## src/rtl/fetch_ctrl.sv

```systemverilog
// fetch_ctrl: fetch-stage controller.
//   Issues in-order instruction-memory requests at the current pc and steers
//   the PC register through next_pc/pc_en. Responses are paired with the pc
//   saved at issue time and queued for decode. Redirects flush the queue and
//   discard every response still in flight.
// Optional feature macro: FETCH_MISALIGN_TRAP_EN
//   When defined, a misaligned redirect target parks the fetcher in HALT and
//   raises fetch_misalign until an aligned redirect arrives. When undefined,
//   redirect targets are force-aligned and the fetcher is always running.
module fetch_ctrl #(
  parameter int unsigned QDEPTH    = 4,
  parameter int unsigned MAX_OUTST = 2,
  parameter logic [31:0] RESET_PC  = 32'h0000_0000
) (
  input  logic        clk,
  input  logic        rst,
  input  logic [31:0] pc,
  output logic [31:0] next_pc,
  output logic        pc_en,
  output logic        imem_req_valid,
  input  logic        imem_req_ready,
  output logic [31:0] imem_req_addr,
  input  logic        imem_resp_valid,
  input  logic [31:0] imem_resp_data,
  input  logic        redirect_valid,
  input  logic [31:0] redirect_pc,
  output logic        fq_valid,
  input  logic        fq_ready,
  output logic [31:0] fq_instr,
  output logic [31:0] fq_pc
`ifdef FETCH_MISALIGN_TRAP_EN
  ,
  output logic        fetch_misalign
`endif
);

  // Queue index/count widths; count needs one extra bit to represent "full".
  localparam int unsigned QAW = $clog2(QDEPTH);
  localparam int unsigned QCW = QAW + 1;
  // Occupancy (queue + in flight) gets a guard bit so the sum never wraps.
  localparam int unsigned OW  = QCW + 1;
  // In-flight / drop counters must hold the value MAX_OUTST itself.
  localparam int unsigned IW  = $clog2(MAX_OUTST) + 1;
  // In-flight PC FIFO pointer; a one-entry FIFO still needs a 1-bit index.
  localparam int unsigned FAW = (MAX_OUTST > 1) ? $clog2(MAX_OUTST) : 1;

  typedef enum logic [0:0] {
    ST_RUN  = 1'b0,
    ST_HALT = 1'b1
  } state_e;

  // Storage arrays (data only, validity is tracked by the pointers/counts).
  logic [31:0] q_pc_mem_q    [QDEPTH];
  logic [31:0] q_instr_mem_q [QDEPTH];
  logic [31:0] f_pc_mem_q    [MAX_OUTST];

  logic [QAW-1:0] q_head_q, q_head_d;
  logic [QAW-1:0] q_tail_q, q_tail_d;
  logic [QCW-1:0] q_count_q, q_count_d;
  logic [FAW-1:0] f_wr_q, f_wr_d;
  logic [FAW-1:0] f_rd_q, f_rd_d;
  logic [IW-1:0]  inflight_cnt_q, inflight_cnt_d;
  logic [IW-1:0]  drop_cnt_q, drop_cnt_d;
  state_e         state_q, state_d;

  logic [OW-1:0]  occ_s;
  logic           credit_ok_s;
  logic           outst_ok_s;
  logic           req_valid_s;
  logic           req_fire_s;
  logic           resp_ok_s;
  logic           resp_keep_s;
  logic           pop_s;
  logic [31:0]    redirect_tgt_s;
  logic           unused_s;

  // RESET_PC only matters to whoever checks fq_pc; the low target bits are
  // ignored when misaligned targets are simply force-aligned.
  assign unused_s = ^{RESET_PC, redirect_pc[1:0]};

  // Issue/credit/response qualifiers shared by outputs and next-state logic.
  always_comb begin
    occ_s       = OW'(q_count_q) + OW'(inflight_cnt_q);
    credit_ok_s = (occ_s < OW'(QDEPTH));
    outst_ok_s  = (inflight_cnt_q < IW'(MAX_OUTST));
    req_valid_s = !rst && (state_q == ST_RUN) && !redirect_valid &&
                  (drop_cnt_q == '0) && credit_ok_s && outst_ok_s;
    req_fire_s  = req_valid_s && imem_req_ready;
    // A response with nothing in flight is a protocol error and is ignored.
    resp_ok_s   = imem_resp_valid && (inflight_cnt_q != '0);
    // A response landing in the redirect cycle belongs to the old stream.
    resp_keep_s = resp_ok_s && (drop_cnt_q == '0) && !redirect_valid;
    pop_s       = (q_count_q != '0) && fq_ready && !redirect_valid;
`ifdef FETCH_MISALIGN_TRAP_EN
    redirect_tgt_s = redirect_pc;
`else
    redirect_tgt_s = {redirect_pc[31:2], 2'b00};
`endif
  end

  // PC steering and decode-facing outputs; everything is held low in reset.
  always_comb begin
    pc_en          = 1'b0;
    next_pc        = pc;
    imem_req_valid = req_valid_s;
    imem_req_addr  = pc;
    fq_valid       = 1'b0;
    fq_instr       = q_instr_mem_q[q_head_q];
    fq_pc          = q_pc_mem_q[q_head_q];
    if (rst) begin
      next_pc       = 32'h0000_0000;
      imem_req_addr = 32'h0000_0000;
      fq_instr      = 32'h0000_0000;
      fq_pc         = 32'h0000_0000;
    end else if (redirect_valid) begin
      pc_en    = 1'b1;
      next_pc  = redirect_tgt_s;
      fq_valid = (q_count_q != '0);
    end else if (req_fire_s) begin
      pc_en    = 1'b1;
      next_pc  = pc + 32'd4;
      fq_valid = (q_count_q != '0);
    end else begin
      fq_valid = (q_count_q != '0);
    end
  end

`ifdef FETCH_MISALIGN_TRAP_EN
  assign fetch_misalign = !rst && (state_q == ST_HALT);
`endif

  // Next-state for counters, pointers and the run/halt state.
  always_comb begin
    q_head_d       = q_head_q;
    q_tail_d       = q_tail_q;
    q_count_d      = q_count_q;
    f_wr_d         = f_wr_q;
    f_rd_d         = f_rd_q;
    inflight_cnt_d = inflight_cnt_q;
    drop_cnt_d     = drop_cnt_q;
    state_d        = state_q;

    if (redirect_valid) begin
      // Flush: the queue and saved PCs are stale; count what must be dropped.
      q_head_d   = '0;
      q_tail_d   = '0;
      q_count_d  = '0;
      f_wr_d     = '0;
      f_rd_d     = '0;
      if (resp_ok_s) begin
        inflight_cnt_d = inflight_cnt_q - IW'(1);
        drop_cnt_d     = inflight_cnt_q - IW'(1);
      end else begin
        drop_cnt_d     = inflight_cnt_q;
      end
`ifdef FETCH_MISALIGN_TRAP_EN
      if (redirect_pc[1:0] != 2'b00) begin
        state_d = ST_HALT;
      end else begin
        state_d = ST_RUN;
      end
`else
      state_d = ST_RUN;
`endif
    end else begin
      if (req_fire_s) begin
        f_wr_d = (f_wr_q == FAW'(MAX_OUTST - 1)) ? '0 : (f_wr_q + FAW'(1));
      end else begin
        f_wr_d = f_wr_q;
      end
      if (req_fire_s && !resp_ok_s) begin
        inflight_cnt_d = inflight_cnt_q + IW'(1);
      end else if (!req_fire_s && resp_ok_s) begin
        inflight_cnt_d = inflight_cnt_q - IW'(1);
      end else begin
        inflight_cnt_d = inflight_cnt_q;
      end
      if (resp_ok_s && (drop_cnt_q != '0)) begin
        drop_cnt_d = drop_cnt_q - IW'(1);
      end else begin
        drop_cnt_d = drop_cnt_q;
      end
      if (resp_keep_s) begin
        f_rd_d   = (f_rd_q == FAW'(MAX_OUTST - 1)) ? '0 : (f_rd_q + FAW'(1));
        q_tail_d = q_tail_q + QAW'(1);
      end else begin
        f_rd_d   = f_rd_q;
        q_tail_d = q_tail_q;
      end
      if (pop_s) begin
        q_head_d = q_head_q + QAW'(1);
      end else begin
        q_head_d = q_head_q;
      end
      if (resp_keep_s && !pop_s) begin
        q_count_d = q_count_q + QCW'(1);
      end else if (!resp_keep_s && pop_s) begin
        q_count_d = q_count_q - QCW'(1);
      end else begin
        q_count_d = q_count_q;
      end
`ifdef FETCH_MISALIGN_TRAP_EN
      state_d = state_q;
`else
      state_d = ST_RUN;
`endif
    end
  end

  // Control state registers with synchronous reset.
  always_ff @(posedge clk) begin
    if (rst) begin
      q_head_q       <= '0;
      q_tail_q       <= '0;
      q_count_q      <= '0;
      f_wr_q         <= '0;
      f_rd_q         <= '0;
      inflight_cnt_q <= '0;
      drop_cnt_q     <= '0;
      state_q        <= ST_RUN;
    end else begin
      q_head_q       <= q_head_d;
      q_tail_q       <= q_tail_d;
      q_count_q      <= q_count_d;
      f_wr_q         <= f_wr_d;
      f_rd_q         <= f_rd_d;
      inflight_cnt_q <= inflight_cnt_d;
      drop_cnt_q     <= drop_cnt_d;
      state_q        <= state_d;
    end
  end

  // Save the pc of every issued request so its response can be tagged.
  always_ff @(posedge clk) begin
    if (!rst && req_fire_s) begin
      f_pc_mem_q[f_wr_q] <= pc;
    end
  end

  // Write accepted responses, tagged with their saved pc, into the queue tail.
  always_ff @(posedge clk) begin
    if (!rst && resp_keep_s) begin
      q_pc_mem_q[q_tail_q]    <= f_pc_mem_q[f_rd_q];
      q_instr_mem_q[q_tail_q] <= imem_resp_data;
    end
  end

endmodule

```

## config.mk

```make
export PLATFORM = sky130hd
export DESIGN_NAME = fetch_ctrl
export DESIGN_NICKNAME = d
export VERILOG_FILES = /design/src/rtl/fetch_ctrl.sv
export SDC_FILE = /design/constraint.sdc
export NUM_CORES = 1
export LEC_CHECK = 0
export ABC_AREA = 0
export ABC_CLOCK_PERIOD_IN_PS = 6300
export CORE_ASPECT_RATIO = 0.6
export CORE_MARGIN = 5
export CORE_UTILIZATION = 25
export DETAILED_ROUTE_END_ITERATION = 16
export SYNTH_ARGS = -nofsm -noshare
export SYNTH_HDL_FRONTEND = slang
export SYNTH_SLANG_ARGS = --single-unit
```

## constraint.sdc

```tcl
create_clock -name clk -period 6.3 [get_ports clk]
set_clock_uncertainty 0.2 [all_clocks]
set_input_delay 1.26 -clock clk [delete_from_list [all_inputs] [get_ports clk]]
set_output_delay 1.26 -clock clk [all_outputs]
set_load 0.05 [all_outputs]
```

After elaboration in Yosys (flattened, before gate mapping) --
Memory sizes are Yosys's and may differ from the RTL's. A register that Yosys moved wholly into a read port is not among the register bits. Index checks and enable logic that the tools add are counted.
Cells by class: add/sub/neg operators 11, multipliers 0, divide/modulo/power cells 0, magnitude comparators 2, eq/ne operators 0, shift operators 0, muxes and demuxes 30, bitwise logic cells 0, reductions and logical operators 31
Operators by type and width (number):
- $mux W32 | 6
- $add A32 B3 Y32 const B | 1
- $mux W2 | 10
- $logic_and A1 B1 Y1 | 17
- $mux W1 | 12
- $reduce_bool A2 Y1 | 4
- $add A2 B1 Y2 const B | 3
- $logic_not A1 Y1 | 6
- $mux W3 | 2
- $reduce_bool A3 Y1 | 2
- $add A3 B2 Y4 | 1
- $lt A4 B3 Y1 const B | 1
- $sub A2 B1 Y2 const B | 2
- $add A3 B1 Y3 const B | 1
- $sub A3 B1 Y3 const B | 1
- $add A1 B1 Y1 const B | 2
- $logic_not A2 Y1 | 1
- $lt A2 B2 Y1 const B | 1
- $reduce_or A2 Y1 | 1
Word-level totals: bits in registers 13, latch bits 0, memory bits (writable) 320, memory bits (read-only) 0, memories kept 3
Memories:
- q_instr_mem_q | depth 4, bits a word 32, read ports 1, clocked after Yosys merged registers in 1, write ports 1, RTL line 54 | logic [31:0] q_instr_mem_q [QDEPTH];
- q_pc_mem_q | depth 4, bits a word 32, read ports 1, clocked after Yosys merged registers in 1, write ports 1, RTL line 53 | logic [31:0] q_pc_mem_q [QDEPTH];
- f_pc_mem_q | depth 2, bits a word 32, read ports 1, clocked after Yosys merged registers in 1, write ports 1, RTL line 55 | logic [31:0] f_pc_mem_q [MAX_OUTST];

Logic depth before layout (Yosys ltp) --
word-level depth 11, depth in mapped cells 12

Worst setup path after synthesis --
OpenSTA, ideal clock, no wires.
path type input to output, start input redirect_valid, end output next_pc[5], data arrival time 4.423 ns, required time 4.840 ns, setup slack 0.417 ns, stages on the path 5, path through nor2_1 -> and4_1 -> buf_2 -> a311oi_1 -> a2111oi_0
Between the ends: word-level cells in the longest chain between the ends 9
RTL lines:
- start: declaration | RTL line 25 | input logic redirect_valid,
- $logic_not A1 Y1 | RTL line 86 | req_valid_s = !rst && (state_q == ST_RUN) && !redirect_valid &&
- $logic_and A1 B1 Y1 (2 in series) | RTL line 86
- $logic_and A1 B1 Y1 (2 in series) | RTL line 87 | (drop_cnt_q == '0) && credit_ok_s && outst_ok_s;
- $logic_and A1 B1 Y1 | RTL line 88 | req_fire_s = req_valid_s && imem_req_ready;
- $mux W32 | RTL line 119 | end else if (req_fire_s) begin
- $mux W32 * | RTL line 115 | end else if (redirect_valid) begin
- $mux W32 * | RTL line 110 | if (rst) begin
- end: declaration | RTL line 18 | output logic [31:0] next_pc,
Every way passes the cells marked *; elsewhere a longest branch is shown, timed or not.

Final worst setup path --
start input pc[15], end output next_pc[17]
Between the ends: word-level cells in the longest chain between the ends 4
RTL lines:
- start: declaration | RTL line 17 | input logic [31:0] pc,
- $add A32 B3 Y32 | RTL line 121 | next_pc = pc + 32'd4;
- $mux W32 | RTL line 119
- $mux W32 | RTL line 115
- $mux W32 | RTL line 110
No other way between the ends.

==> results.yml <==
outcome:
  outcome: "complete, no violations"
power:
  finalPower_mw: 5.47
  peakVddDrop_v: 0.000136
  leakagePower_nw: 6.02
  power_density_nw_per_um2: 286
logic_synthesis:
  synthFlopType: "edfxtp_1"
  yosys_register_bits: 336
  synthesis.area_um2: 14300
  synth_edf_count: 320
  seq_area_frac_synth: 0.693
  yosys.cell_types.count: 52
  yosys.cell_count.top_type: "edfxtp_1"
  yosysTopAreaCell: "edfxtp_1"
  avgSynthCellArea_um2: 16.6
  synth_top_area_frac: 0.671
  synth_common_cells: "edfxtp_1 (320), and2_1 (74), mux4_2 (64), nor2_1 (45), clkbuf_1 (36)"
  yosys-top-cells-area: "edfxtp_1 (67%), mux4_2 (10%), and2_1 (3.2%), mux2_2 (2.5%), dfxtp_1 (2.2%)"
  postSynthCellCount: 865
  syn_nets: 977
  synth-async-reset-ratio: 0
  ys_warn_count: 0
sta:
  tightestPinTransition_ps: 1100
  layout_min_cycle_time_ps: 5510
  fin_setup_tns_ps: 0
  fmax_ghz: 0.181
  rsz0062_at_grt: "no"
  fin_ws_ps: 789
  post-route-period-util: 0.875
  relSlewSlack: 0.268
  setup_viol_count_final: 0
  drv_slew: 0
  whs_ps: 305
  hold_violations: 0
critical_path:
  worst_path_max_delay_cell: "clkdlybuf4s50_1"
  critical_path.max_stage_delay_ps: 760
  path_class: "in -> out"
  cp_max_fo: 16
  crit_path_end_kind: "output port"
  r2r_cells: 7
  critPathLaunchType: "primary input"
  cp.arrival_ps: 4050
  worstPathCellList: "clkdlybuf4s50_1, and3_1, nand4_2, or3_1, a2111oi_1, buf_4, buf_12"
  cp.required_ps: 4840
hold_path:
  hold_depth: 2
  hold_class: "reg -> reg"
floorplan:
  rows: 68
  initial_core_util: 0.251
  fp.dieW_um: 319
  core_um2: 57100
  fp.dieH_um: 195
  dieArea_um2: 62400
  num_io_pins: 233
placed_design:
  dp_hpwl_um: 27900
  io_buffer_count: 230
  pre_cts_slack_ps: 804
  gp_congestion: 0.786
clocking:
  tritoncts: "done"
  cts_buffer_depth: 3
  cts_setup_buffers: 0
  htree_levels: 2
  path_clk_slew_ps: 60
  worstSkewPairLatency_ps: 520
  cts_resized: 0
  clock-root-buffer: "clkbuf_16"
  cts_buffers: 35
  cts_hold_buf: 0
  clock_sinks: 336
routing:
  wl_per_cell_um: 22.1
  dr_wl_met3_um: 2930
  dr.max_layer_used: "met5"
  ant_nets: 0
  vias: 8860
  finalWirelength_um: 42200
  dr.pass1.iters: 5
  wl_met2_um: 19800
  viasPerCell: 4.64
  wl_met1_um: 18900
  drtIter0Drc: 606
  route.detailed.drc: 0
global_routing:
  grt_use_total: 0.132
  antenna_found_initial: 2
  grt_start_max_net_pins: 47
  grt_pass1_vias: 9276
  grt_pass1_wl_um: 62000
  grt_overflow: 0
finish:
  utilization: 0.335
  area.growth.synth_to_final_pct: 33.5
  nets: 1228
  drive_gt1_frac: 0.203
flow_run:
  drv_cap: 0
[layout by cell type (no fill, tap or decap), drive strengths merged, types with 9 or more instances in the layout]
cell type and count:
or4 10, mux2 32, clkdlybuf4s50 198, dfxtp 16, buf 68, mux4 64, a211oi 11, nand3 27
nand4 14, and4 9, and2 74, inv 18, nor2b 29, ha 9, o21ai 9, nor4 15
nand2 25, clkbuf 44, edfxtp 320, nor2 45, o211ai 13, clkinv 12
[layer usage]
metal | GRT usage | up-vias
met5 | 0 | -
met4 | 0.0215 | 2
met1 | 0.181 | 4611
li1 | - | 3929
met3 | 0.0378 | 57
met2 | 0.212 | 261
[worst max-delay path: cells and delay by family]
family          cells  cell delay [ps]
buf+inv             3             1110
simple gates        3             1240
compound gates      1              410
[stage by stage]
step / cell area, um^2 / cells
floorplan: 14300 / 865
global placement: 18000 / 1849
detailed placement: 18000 / 1849
CTS: 19100 / 1910
global route: 19100 / 1910
finish: 19100 / 1911
[flip-flops by register name, summed over array words and instances, names as in the netlist, named ones only]
register	cells
q_instr_mem_q	128
f_rd_q	1
f_wr_q	1
f_pc_mem_q	64
q_head_q	2
drop_cnt_q	2
q_count_q	3
q_tail_q	2
q_pc_mem_q	128
inflight_cnt_q	2
[report_power, final]
| part | internal, mW | switching [mW] |
|---|---|---|
| Sequential | 2.53 | 0.0380 |
| Combinational | 0.317 | 0.478 |
| Clock | 1.25 | 0.861 |
| Total | 4.09 | 1.38 |
[cell type report]
| class | instances | area, um^2 |
|---|---|---|
| Clock buffer | 44 | 962 |
| Tap cell | 770 | 963 |
| Clock inverter | 17 | 194 |
| Antenna cell | 1 | 2.50 |
| Multi-Input combinational cell | 459 | 4150 |
| Fill cell | 5491 | 38000 |
| Timing Repair Buffer | 266 | 2850 |
| Inverter | 18 | 67.6 |
| Sequential cell | 336 | 9940 |
[final timing paths]
kind / slack [ps] / start / to
worst max register to register: 3030 / inflight_cnt_q[1]$_SDFFE_PP0P_ / q_instr_mem_q[2][25]$_DFFE_PP_
worst min register to register: 300 / f_rd_q$_SDFFE_PP0P_ / f_rd_q$_SDFFE_PP0P_
worst max-delay path: 790 / pc[15] / next_pc[17]
worst min-delay path: 300 / f_rd_q$_SDFFE_PP0P_ / f_rd_q$_SDFFE_PP0P_
[kinds of logic (layout without fill, tap and decap cells)]
kind of cell               count (synthesis)  in the layout  synth area share
DFF                                      336            336             0.693
and+or+nand+nor                          271            271             0.109
muxes                                     98             98             0.127
buffers and inverters                     70            345            0.0191
AOI/OAI and AO/OA                         69             69            0.0357
xor gates and xnor gates                  11             11           0.00672
adders and majority gates                 10             10           0.00926
other                                      0              1                 0
Power figures use the tool's default switching activity.
==> edit 1 (same settings) <==
The parameter `MAX_OUTST` goes from 2 to 4.
--- a/src/rtl/fetch_ctrl.sv
+++ b/src/rtl/fetch_ctrl.sv
@@ -10,5 +10,5 @@
 module fetch_ctrl #(
   parameter int unsigned QDEPTH    = 4,
-  parameter int unsigned MAX_OUTST = 2,
+  parameter int unsigned MAX_OUTST = 4,
   parameter logic [31:0] RESET_PC  = 32'h0000_0000
 ) (
Check against the original RTL: not equivalent (Yosys sat finds a counterexample within 4 cycles, from zero or initial values and one cycle with rst high).
==> edit 1 against the unedited design <==
Worst hold slack lost 0.018 ns; highest routed layer is now met4; area after synthesis grew 19%; sequential cell count up 69; fmax is 5.7% lower; largest cell class unchanged; first-iteration DRC count increased by 0.50%; setup slack worse by 0.33 ns; final area up 16%; cell count grew 14%; power increased by 18%; routed wire length is 10% higher.
==> edit 1: results (changes against the unedited design) <==
GRT
  – Met2 global-route usage: 20.0% (-1.2 points)
  – Overall routing resource usage: 12.4% (-0.78 points)
  – GR Util met1: 17.5% (-0.68 points)
  – Vias in the first global route: 10,500 (+13%)
  – Largest net degree at the start of global routing: 72 (+53%)

CTS
  – Clock latency on the worst-skew pair: 0.55 ns (+0.03 ns)
  – Num CTS Buffers: 41 (+17%)

Placed design
  – Routability cong.: 0.811 (+3.2%)
  – Hpwl dp: 29,900 um (+7.5%)
  – Placed Area: 0.0209 mm^2 (+16%)

Power and ir drop
  – Leakage: 6.92 nW (+15%)

Finish
  – Fill cells: 6,565 (+20%)
  – # nets final: 1,355 (+10%)
  – Layout cell share with drive strength beyond 1: 19.6% (-0.66 points)

Yosys
  – Synth cell types: 59 (+13%)
  – Syn nets: 1,096 (+12%)
  – Register area share after synthesis: 70.2% (+0.95 points)
  – Ranking of synthesized cells by area: edfxtp_1, mux4_2, nor2b_1
  – Seq cells post-synth: 405 (+21%)

Routing
  – Via count: 9,967 (+12%)
  – First-iteration detailed-routing DRC count: 609 (+0.50%)
  – Routed len/inst: 21.3 um (-3.4%)

Setup path
  – Setup crit start: pc[2]
  – Slowest CP cell: or4_1
  – Reg2Reg Capture Point: f_pc_mem_q[3][26]
  – FF-to-FF setup slack: 2.97 ns (-0.06 ns)
  – CP Max Fanout: 12 (-4)
  – Reg2reg start: inflight_cnt_q[2]

Status
  – Status: finished clean
[edit 1: changes by cell type in the layout (fill, tap and decap cells not counted), sizes merged, moves of 10 or more]
cell | before | now
and2 | 74 | 9
edfxtp | 320 | 384
a311oi | 7 | 17
nor2b | 29 | 93
inv | 18 | 28
mux2 | 32 | 1
mux4 | 64 | 96
[edit 1: metal layers]
metal  wire length (um)  up-vias
met5                  0        -
met4               1010        0
met3               2560       73
met2              21200      308
met1              21600     5137
li1                   -     4449
[edit 1: per-stage QoR]
step                      std cells  setup slack, ns  util, %  power (mW)  hold slack, ns
after floorplan                 975            0.176        -        3.69           0.263
after global placement         2103            0.556     30.8        4.07           0.271
after detailed placement       2103            0.499     30.8        4.09           0.282
after CTS                      2177            0.489     32.8        6.56           0.291
after global routing           2178            0.342     32.8        6.73           0.322
final                          2178            0.456     32.8        6.45           0.286
[edit 1: report_power, final]
group	leakage [nW]	internal (mW)	switching [mW]
logic	2.64	0.373	0.571
registers	3.63	3.04	0.0403
clock network	0.643	1.38	1.05
total	6.92	4.80	1.66
[edit 1: cell type report]
| class | instances | area (um^2) | area share [%] |
|---|---|---|---|
| multi-input cells | 488 | 4770 | 21.5 |
| repair buffers | 272 | 2920 | 13.1 |
| diodes | 1 | 2.50 | 0.0113 |
| clock inverters | 22 | 270 | 1.22 |
| well taps | 912 | 1140 | 5.13 |
| inverters | 26 | 97.6 | 0.439 |
| flip-flops and latches | 405 | 12000 | 53.8 |
| clock buffers | 52 | 1070 | 4.80 |
[edit 1: logic make-up after synthesis]
logic type               count (synthesis)  share of synthesized area (%)
AND/OR/NAND/NOR                        281                           9.57
multiplexers                           100                           12.9
flip-flops                             405                           70.2
AO/OA/AOI/OAI                           82                           3.58
buffers and inverters                   82                           1.90
XOR/XNOR                                 6                          0.309
adder cells (fa/ha/maj)                 19                           1.44
==> edit 2 (same settings) <==
Without the edit above. Make the reset (`rst`) asynchronous in one clocked block. Comments in the files are not updated.
--- a/src/rtl/fetch_ctrl.sv
+++ b/src/rtl/fetch_ctrl.sv
@@ -209,5 +209,5 @@
 
   // Control state registers with synchronous reset.
-  always_ff @(posedge clk) begin
+  always_ff @(posedge clk or posedge rst) begin
     if (rst) begin
       q_head_q       <= '0;
Function: same outputs for any inputs over 4 cycles, from zero or initial values and one cycle with rst high; that may be too few to reach the edited logic, so the function may still have changed.
==> edit 2 against the unedited design <==
Non-clock buffer count decreased by 10; worst hold slack better by 0.065 ns; fmax down 1.3%; routed wire length decreased by 10%; power increased by 11%; die area fell by 2.3%; clock power decreased by 7%; register-to-register slack got worse by 0.03 ns; setup slack lost 0.072 ns; sequential cell count decreased by 3; sequential power up 2%; final area fell by 3.5%; area after synthesis down 2.4%.
==> edit 2: results (changes against the unedited design) <==
Power and ir drop
  – Leakage: 5.80 nW (-3.7%)
  – VDD IR max: 0.143 mV (+4.8%)

Setup path
  – Delay-heaviest family, CP: buffers and inverters
  – WP data arrival: 4.12 ns (+0.07 ns)
  – CP Max Fanout: 8 (-8)
  – Max stage delay on crit path: 0.84 ns (+0.08 ns)

Finish
  – Layout cell share with drive strength beyond 1: 18.9% (-1.4 points)
  – Fill cells: 5,364 (-2.3%)
  – Ant. Diodes: 0 (-1)

Routing
  – Met1 Wirelength: 17,500 um (-7.6%)
  – First-iteration detailed-routing DRC count: 604 (-0.33%)
  – Routed len/inst: 20.6 um (-6.7%)
  – Via count: 8,149 (-8.0%)

Yosys
  – XOR/XNOR Fraction of Synth Area: 1.69% (+1.0 points)
  – Mux share of post-synthesis cell area: 13.1% (+0.38 points)
  – Ranking of synthesized cells by area: edfxtp_1, mux4_2, and2_1
  – Synth cell types: 42 (-19%)
  – Asr flop ratio synth: 3.90% (+3.9 points)
  – Most frequent cells after synthesis: edfxtp_1, and2_1, mux4_2
  – Syn nets: 917 (-6.1%)
  – Register area share after synthesis: 71.0% (+1.7 points)

Placed design
  – Routability cong.: 0.820 (+4.3%)
  – Hpwl dp: 24,400 um (-12%)

GRT
  – Overall routing resource usage: 12.2% (-0.98 points)
  – First-pass GRT wire length: 56,400 um (-9.1%)
  – Vias in the first global route: 8,658 (-6.7%)
  – Largest net degree at the start of global routing: 82 (+74%)
  – Antenna violations before repair: 1 (-1)

Status
  – Status: finished clean
==> edit 2: metal layers <==
layer	vias up	global-route usage (%)
li1	3657	-
met1	4156	17.3
met2	273	18.3
met3	61	3.93
met4	2	2.99
met5	-	0
==> edit 2: where the power goes <==
| part | switching, mW | total, mW | internal, mW |
|---|---|---|---|
| combinational | 0.833 | 1.51 | 0.680 |
| sequential | 0.116 | 2.61 | 2.49 |
| clock | 0.858 | 1.97 | 1.11 |
| total | 1.81 | 6.09 | 4.28 |
==> edit 2: layout make-up <==
type	count	area [um^2]	share of cell area, %
clock buffers	39	891	4.83
clock inverters	23	189	1.02
inverters	16	61.3	0.332
multi-input cells	413	3840	20.8
flip-flops and latches	333	9940	53.9
well taps	759	950	5.15
repair buffers	256	2580	14.0
==> edit 2: path summary, 6_finish.rpt <==
check	end	startpoint	cells past startpoint	slack [ns]
min reg2reg	f_wr_q	f_wr_q	1	0.37
min in group asynchronous	f_wr_q	rst	3	0.87
min	f_wr_q	f_wr_q	1	0.37
max	next_pc[17]	pc[5]	7	0.72
max in group asynchronous	q_head_q[0]	rst	4	4.43
max reg2reg	f_pc_mem_q[0][6]	q_count_q[1]	4	3.00
==> edit 2: metrics by stage <==
| step | cell area, um^2 | std cells | total power, mW | util [%] | setup WS [ns] |
|---|---|---|---|---|---|
| after floorplan | 14000 | 806 | 3.66 | - | 0.758 |
| after global placement | 17400 | 1777 | 4.18 | 31.3 | 0.771 |
| after detailed placement | 17400 | 1777 | 4.20 | 31.3 | 0.724 |
| after CTS | 18500 | 1839 | 6.19 | 33.2 | 0.716 |
| after global routing | 18500 | 1839 | 6.39 | 33.2 | 0.550 |
| final | 18500 | 1839 | 6.09 | 33.2 | 0.718 |
==> edit 2: kinds of logic after synthesis <==
group | after synthesis
DFF | 333
and+or+nand+nor | 222
muxes | 99
buffers and inverters | 60
AOI/OAI and AO/OA | 56
xor gates and xnor gates | 27
adders and majority gates | 9
